[src/rtl/data_mem_ctrl.sv]
// ---------------------------------------------------------------------------
// data_mem_ctrl
//   Responder end of the execution-unit data-memory interface. Owns a
//   2^ADDR_W x DATA_W storage array. It serves single-cycle writes and
//   fixed-latency reads, and gives ready/valid status so the EU controller
//   can stall. After reset it writes INIT_VAL to every location. It does not
//   accept requests until that clear sequence is complete.
//
//   Read latency: a read accepted in cycle N returns data with rd_vld_o high
//   in cycle N+RD_LAT. RD_LAT must be in the range 1..7.
//
// Ports
//   clk                 clock, rising edge
//   rst                 synchronous reset, active low
//   data_mem_rd_enb_i   read request
//   data_mem_wr_enb_i   write request
//   data_mem_addr_i     request address (full range, no wrap)
//   data_mem_wr_data_i  write data
//   data_mem_rd_data_o  read data, registered; holds until the next read
//   data_mem_rd_vld_o   1-cycle pulse: rd_data_o carries a completed read
//   data_mem_rdy_o      a request presented this cycle is accepted
//   data_mem_err_o      1-cycle pulse: the previous cycle's request was dropped
//   init_done_o         clear sequence complete; sticky until reset
// ---------------------------------------------------------------------------
module data_mem_ctrl #(
  parameter int                 ADDR_W   = 8,
  parameter int                 DATA_W   = 8,
  parameter int                 RD_LAT   = 1,
  parameter logic [DATA_W-1:0]  INIT_VAL = '0
) (
  input  logic              clk,
  input  logic              rst,
  input  logic              data_mem_rd_enb_i,
  input  logic              data_mem_wr_enb_i,
  input  logic [ADDR_W-1:0] data_mem_addr_i,
  input  logic [DATA_W-1:0] data_mem_wr_data_i,
  output logic [DATA_W-1:0] data_mem_rd_data_o,
  output logic              data_mem_rd_vld_o,
  output logic              data_mem_rdy_o,
  output logic              data_mem_err_o,
  output logic              init_done_o
);

  localparam int         DEPTH    = 1 << ADDR_W;
  localparam logic [2:0] LAT_LOAD = 3'(RD_LAT - 1);

  typedef enum logic [1:0] {
    ST_INIT,
    ST_IDLE,
    ST_RD_WAIT
  } state_t;

  state_t              state_q;
  state_t              state_d;
  logic [ADDR_W-1:0]   init_cnt_q;
  logic [2:0]          lat_cnt_q;
  logic [ADDR_W-1:0]   rd_addr_q;

  logic [DATA_W-1:0]   mem [DEPTH];

  // Request decode
  logic                rdy;
  logic                acc_rd;
  logic                acc_wr;
  logic                drop;
  logic                last_init;
  logic                lat_done;
  logic                rd_fire;
  logic [ADDR_W-1:0]   rd_sel_addr;
  logic                mem_we;
  logic [ADDR_W-1:0]   mem_wa;
  logic [DATA_W-1:0]   mem_wd;

  // -------------------------------------------------------------------------
  // State register
  // -------------------------------------------------------------------------
  // NOTE: every clocked process uses non-blocking (<=) assignments. Blocking
  // assignments here would make the result depend on the order in which the
  // simulator evaluates the blocks.
  always_ff @(posedge clk) begin
    if (!rst) begin
      state_q <= ST_INIT;
    end else begin
      state_q <= state_d;
    end
  end

  // -------------------------------------------------------------------------
  // Next-state logic
  // -------------------------------------------------------------------------
  // NOTE: state_d gets a default before the case. Without it, any path that
  // does not assign state_d would infer a latch.
  always_comb begin
    state_d = state_q;
    case (state_q)
      ST_INIT: begin
        if (last_init) state_d = ST_IDLE;
      end
      ST_IDLE: begin
        if (acc_rd && (RD_LAT > 1)) state_d = ST_RD_WAIT;
      end
      ST_RD_WAIT: begin
        if (lat_done) state_d = ST_IDLE;
      end
      default: state_d = ST_INIT;
    endcase
  end

  // -------------------------------------------------------------------------
  // Output / decode logic
  // -------------------------------------------------------------------------
  always_comb begin
    rdy       = (state_q == ST_IDLE);
    acc_rd    = rdy && data_mem_rd_enb_i && !data_mem_wr_enb_i;
    acc_wr    = rdy && data_mem_wr_enb_i && !data_mem_rd_enb_i;
    // A request is dropped in two cases: it arrives while not ready, or it
    // asserts read and write in the same cycle.
    drop      = (data_mem_rd_enb_i || data_mem_wr_enb_i) &&
                (!rdy || (data_mem_rd_enb_i && data_mem_wr_enb_i));
    last_init = (state_q == ST_INIT) && (init_cnt_q == ADDR_W'(DEPTH - 1));
    // The counter is 1 in the last wait cycle. At the closing edge it reaches
    // 0, the storage is sampled, and the FSM goes back to IDLE. This makes
    // rdy and vld rise in the same cycle.
    lat_done  = (state_q == ST_RD_WAIT) && (lat_cnt_q == 3'd1);

    // With RD_LAT==1 the array is sampled at the accept edge itself.
    rd_fire     = (acc_rd && (RD_LAT == 1)) || lat_done;
    rd_sel_addr = (RD_LAT == 1) ? data_mem_addr_i : rd_addr_q;

    // The clear sequence and accepted writes share one write port.
    mem_we = 1'b0;
    mem_wa = data_mem_addr_i;
    mem_wd = data_mem_wr_data_i;
    if (state_q == ST_INIT) begin
      mem_we = 1'b1;
      mem_wa = init_cnt_q;
      mem_wd = INIT_VAL;
    end else if (acc_wr) begin
      mem_we = 1'b1;
    end
  end

  assign data_mem_rdy_o = rdy;

  // -------------------------------------------------------------------------
  // Counters and captured read address
  // -------------------------------------------------------------------------
  always_ff @(posedge clk) begin
    if (!rst) begin
      init_cnt_q <= '0;
      lat_cnt_q  <= '0;
      rd_addr_q  <= '0;
    end else begin
      if (state_q == ST_INIT) init_cnt_q <= init_cnt_q + 1'b1;

      if (acc_rd) begin
        lat_cnt_q <= LAT_LOAD;
        rd_addr_q <= data_mem_addr_i;
      end else if (state_q == ST_RD_WAIT) begin
        lat_cnt_q <= lat_cnt_q - 1'b1;
      end
    end
  end

  // -------------------------------------------------------------------------
  // Storage array
  // -------------------------------------------------------------------------
  // NOTE: the array itself has no reset. The clear sequence initialises it,
  // so it can map onto plain RAM. Writes are still blocked while rst is low,
  // so a request made during reset cannot change the contents.
  always_ff @(posedge clk) begin
    if (rst && mem_we) mem[mem_wa] <= mem_wd;
  end

  // -------------------------------------------------------------------------
  // Registered status and read data
  // -------------------------------------------------------------------------
  // A reset aborts any read in flight, because rd_vld_o is cleared and the
  // FSM restarts in INIT.
  always_ff @(posedge clk) begin
    if (!rst) begin
      data_mem_rd_data_o <= '0;
      data_mem_rd_vld_o  <= 1'b0;
      data_mem_err_o     <= 1'b0;
      init_done_o        <= 1'b0;
    end else begin
      data_mem_rd_vld_o <= rd_fire;
      data_mem_err_o    <= drop;
      if (rd_fire)   data_mem_rd_data_o <= mem[rd_sel_addr];
      if (last_init) init_done_o        <= 1'b1;
    end
  end

endmodule

[config.mk]
export PLATFORM = sky130hd
export DESIGN_NAME = data_mem_ctrl
export DESIGN_NICKNAME = d
export VERILOG_FILES = /design/src/rtl/data_mem_ctrl.sv
export SDC_FILE = /design/constraint.sdc
export NUM_CORES = 2
export LEC_CHECK = 0
export ABC_AREA = 0
export CAP_MARGIN = 20
export CELL_PAD_IN_SITES_DETAIL_PLACEMENT = 2
export CELL_PAD_IN_SITES_GLOBAL_PLACEMENT = 2
export CORE_MARGIN = 2
export CORE_UTILIZATION = 50
export DETAILED_ROUTE_END_ITERATION = 10
export HOLD_SLACK_MARGIN = 0.06
export PLACE_DENSITY = 0.91
export RECOVER_POWER = 100
export SLEW_MARGIN = 5
export SYNTH_ARGS = -nofsm -noshare
export SYNTH_HDL_FRONTEND = slang
export SYNTH_SLANG_ARGS = --single-unit
[constraint.sdc]
create_clock -name clk -period 7.05 [get_ports clk]
set_input_delay 1.41 -clock clk [delete_from_list [all_inputs] [get_ports clk]]
set_output_delay 1.41 -clock clk [all_outputs]
set_load 0.05 [all_outputs]
==> flow_summary.json, run 1 <==
{
  "outcome": "stopped before the end",
  "failing_step": "3_5_place_dp",
  "tool.error": "[ERROR DPL-0033] detailed placement checks failed during check placement.",
  "synth-async-reset-ratio": 0,
  "ys.flop_type": "edfxtp_1",
  "yosysWarningCount": 0,
  "synth_seq_cells": 2068,
  "synth_enable_flop_cells": 2048,
  "ios": 32,
  "synth_nets": 4004,
  "start_util": 0.503,
  "portBuffers": 31,
  "die_x_um": 406,
  "rows": 147,
  "synth-seq-area-share": 0.767,
  "postSynthAreaPerCell_um2": 20.3,
  "gp_congestion": 0.886,
  "fp.dieH_um": 406,
  "netlist_instances": 3983,
  "ys_types": 62,
  "synth_area_um2": 80700,
  "hpwlAfterDp_um": 224000
}
==> through the flow <==
stage	area (um^2)	std cells	worst slack (ns)	hold slack (ns)
3_3_place_gp	83100	6023	1.49	0.566
2_1_floorplan	80700	3983	1.39	0.536
==> logic make-up after synthesis <==
group | synth area share
DFF | 0.767
muxes | 0.144
and+or+nand+nor | 0.0312
AOI/OAI and AO/OA | 0.0369
buffers and inverters | 0.0204
xor gates and xnor gates | 0.000759
adders and majority gates | 0.000155
==> Yosys cell counts (3+ instances only) <==
master / n / area (um^2)
buf_4: 20 / 150
clkbuf_1: 90 / 338
nand4_1: 7 / 43.8
xnor2_1: 5 / 43.8
a21oi_1: 47 / 235
o221ai_1: 55 / 482
edfxtp_1: 2048 / 61500
nand3_1: 59 / 295
dfxtp_1: 20 / 400
a211o_1: 6 / 52.6
and3_1: 5 / 31.3
o22ai_1: 77 / 482
buf_12: 11 / 220
mux2_2: 7 / 78.8
a221o_1: 6 / 60.1
buf_1: 13 / 48.8
buf_6: 31 / 349
o21ai_1: 8 / 40.0
mux2i_1: 251 / 2510
nand2b_1: 8 / 50.1
a31oi_1: 12 / 75.1
o32ai_1: 10 / 87.6
mux4_1: 4 / 105
o21ai_0: 29 / 145
a22o_1: 8 / 70.1
nand3b_1: 3 / 22.5
buf_8: 12 / 180
or3_1: 7 / 43.8
a221oi_1: 5 / 43.8
a2111oi_0: 17 / 149
nor3_1: 20 / 100
and2_1: 18 / 113
nor4_1: 18 / 113
nor2b_1: 10 / 62.6
buf_2: 64 / 320
a32o_1: 4 / 40.0
inv_1: 10 / 37.5
nor2_1: 302 / 1130
a311oi_1: 5 / 43.8
nand2_1: 123 / 462
a22oi_1: 67 / 503
a211oi_1: 38 / 285
mux4_2: 396 / 8920
==> run 2: changes to the inputs <==
--- a/config.mk
+++ b/config.mk
@@ -7,13 +7,10 @@
 export LEC_CHECK = 0
 export ABC_AREA = 0
 export CAP_MARGIN = 20
-export CELL_PAD_IN_SITES_DETAIL_PLACEMENT = 2
-export CELL_PAD_IN_SITES_GLOBAL_PLACEMENT = 2
 export CORE_MARGIN = 2
-export CORE_UTILIZATION = 50
+export CORE_UTILIZATION = 40
 export DETAILED_ROUTE_END_ITERATION = 10
-export HOLD_SLACK_MARGIN = 0.06
-export PLACE_DENSITY = 0.91
+export PLACE_DENSITY_LB_ADDON = 0.15
 export RECOVER_POWER = 100
 export SLEW_MARGIN = 5
 export SYNTH_ARGS = -nofsm -noshare
==> flow_summary.json, run 2 <==
{
  "die_x_um": 453,
  "synth_most_common_cell": "edfxtp_1",
  "postLayoutCellArea_um2": 90700,
  "largest-register": "mem",
  "gr-usage-all-layers": 0.219,
  "synth_top_area_frac": 0.762,
  "crit_path_start": "data_mem_addr_i[6]",
  "clk_latency_ns": 0.88,
  "synth_commonest_cells": "edfxtp_1 (2048), mux4_2 (396), nor2_1 (302)",
  "vias": 40395,
  "grt_overflow": 0,
  "ctsResizeCount": 0,
  "ys_top_cells_by_area": "edfxtp_1 (76%), mux4_2 (11%), mux2i_1 (3.1%)",
  "cts.root.buffer_cell": "clkbuf_16",
  "finalHoldViolCount": 0,
  "portBuffers": 31,
  "route.detailed.wl_per_inst_um": 32.3,
  "violations": "capacitance limit, slew limit",
  "fill_cells": 17062,
  "synth-async-reset-ratio": 0,
  "slew_viol_final": 752,
  "ys.flop_type": "edfxtp_1",
  "crit_fanout": 17,
  "dp_cells": 6548,
  "outcome": "finished with violations",
  "drc": 0,
  "reg2reg_from": "state_q[0]",
  "netlist_instances": 3983,
  "ir_drop_uv": 238,
  "crit_path_end_kind": "register",
  "cts.reportedPaths.clkPinSlew_ns": 0.07,
  "cts_buffers": 211,
  "drt_iter0_markers": 4632,
  "skew_ns": 0.0781,
  "largest_reg_flops": 2048,
  "worstHoldStart": "init_cnt_q[0]",
  "final_cell_mix": "edfxtp_1 (2048), mux4_2 (396), nor2_1 (299)",
  "leakage_nw": 29.8,
  "core_um2": 200000,
  "crit_type": "primary input to register",
  "syn_to_final_growth_pct": 12.4,
  "die_area_um2": 205000,
  "tns_ns": 0,
  "seq_area_um2": 61900,
  "min_period_over_period": 0.779,
  "hpwlAfterDp_um": 140000,
  "powerDensity_nw_per_um2": 280,
  "gp_congestion": 0.860,
  "layout_commonest_cell": "edfxtp_1",
  "ios": 32,
  "fp.dieH_um": 453,
  "max_slew_margin": -1.78,
  "drive_gt1_frac": 0.196,
  "cts_setup_buffers": 0,
  "drt_pass1_iterations": 5,
  "cts.sinks": 2068,
  "cts_buffer_depth": 3,
  "ys_types": 62,
  "place_area_um2": 83900,
  "cp-start-kind": "primary input",
  "critPathArrivalTime_ns": 6.25,
  "synth_enable_flop_cells": 2048,
  "vias_per_cell": 5.82,
  "worst_pin_slew_ns": 4.17,
  "synth_area_um2": 80700,
  "synth-seq-area-share": 0.767,
  "min_period_ns": 5.49,
  "max_freq_ghz": 0.182,
  "cap_violations": 12,
  "hold_path.class": "register to register",
  "hold_buffers": 0,
  "synth_top_area_cell": "edfxtp_1",
  "grt_max_degree": 201,
  "ant_nets": 0,
  "antenna_found_initial": 4,
  "yosysWarningCount": 0,
  "grt_pass1_vias": 40633,
  "grt_pass1_wl_um": 319000,
  "h-tree-depth": 4,
  "multiInputGateArea_um2": 17300,
  "cts_tree": "done",
  "rows": 164,
  "critPathRequiredTime_ns": 7.81,
  "start_util": 0.403,
  "rsz0062_at_grt": "no",
  "largestRegisters": "mem x2048, data_mem_rd_data_o x8, init_cnt_q x8",
  "drt-total-wl_um": 224000,
  "synth_seq_cells": 2068,
  "final_cells": 6945,
  "layout.nets": 4128,
  "finish.utilization": 0.453,
  "setup_viol": 0,
  "postSynthAreaPerCell_um2": 20.3,
  "synth_nets": 4004
}
run 2: cell counts after synthesis:
No cell type changed its count.
run 2: power breakdown:
group | leakage (nW) | switching (mW) | internal [mW]
logic | 6.18 | 0.609 | 0.349
registers | 20.2 | 0.00466 | 13.3
clock network | 3.36 | 4.84 | 6.25
total | 29.8 | 5.45 | 19.9
run 2: through the flow:
step / power [mW] / setup slack [ns] / hold WS, ns
floorplan: 14.2 / 1.39 / 0.536
global placement: 14.5 / 0.923 / 0.589
detailed placement: 14.5 / 1.51 / 0.573
CTS: 25.6 / 2.44 / 0.597
global route: 26.0 / 1.23 / 0.631
finish: 25.4 / 1.56 / 0.603
run 2: routing by layer:
layer,part of all wire,track usage
met4,0.028,0.0637
met3,0.064,0.0382
met2,0.48,0.348
met1,0.43,0.310
met5,0,0
run 2: logic make-up after synthesis:
family          count (synthesis)  synth area share
fa+ha+maj                       1          0.000155
flops                        2068             0.767
compound gates                411            0.0369
xor+xnor                        7          0.000759
mux                           658             0.144
simple gates                  586            0.0312
buf+inv                       252            0.0204
run 2: critical path, stage by stage:
cell,delay (ns)
dlygate4sd3_1,0.99
clkbuf_1,0.96
nand2_1,0.82
clkbuf_1,0.39
a2111oi_0,0.94
buf_4,0.25
a2111o_1,0.09
nor4_1,0.08
a211o_1,0.29
run 2: cell type report:
class | instances | area share
Sequential cell | 2068 | 0.682
Multi-Input combinational cell | 1663 | 0.190
Clock buffer | 246 | 0.0601
Tap cell | 2656 | 0.0366
Clock inverter | 147 | 0.0154
Timing Repair Buffer | 152 | 0.0147
Inverter | 11 | 0.000483
Antenna cell | 2 | 0.0000552
run 2: final timing paths:
| path | cells past startpoint | end | slack, ns |
|---|---|---|---|
| worst max-delay path | 9 | data_mem_rd_data_o[0] | 1.56 |
| worst min-delay path | 2 | init_cnt_q[0] | 0.60 |
| worst max register to register | 3 | mem[51][6] | 1.74 |
| worst min register to register | 2 | init_cnt_q[0] | 0.60 |
Power figures use the tool's default switching activity.
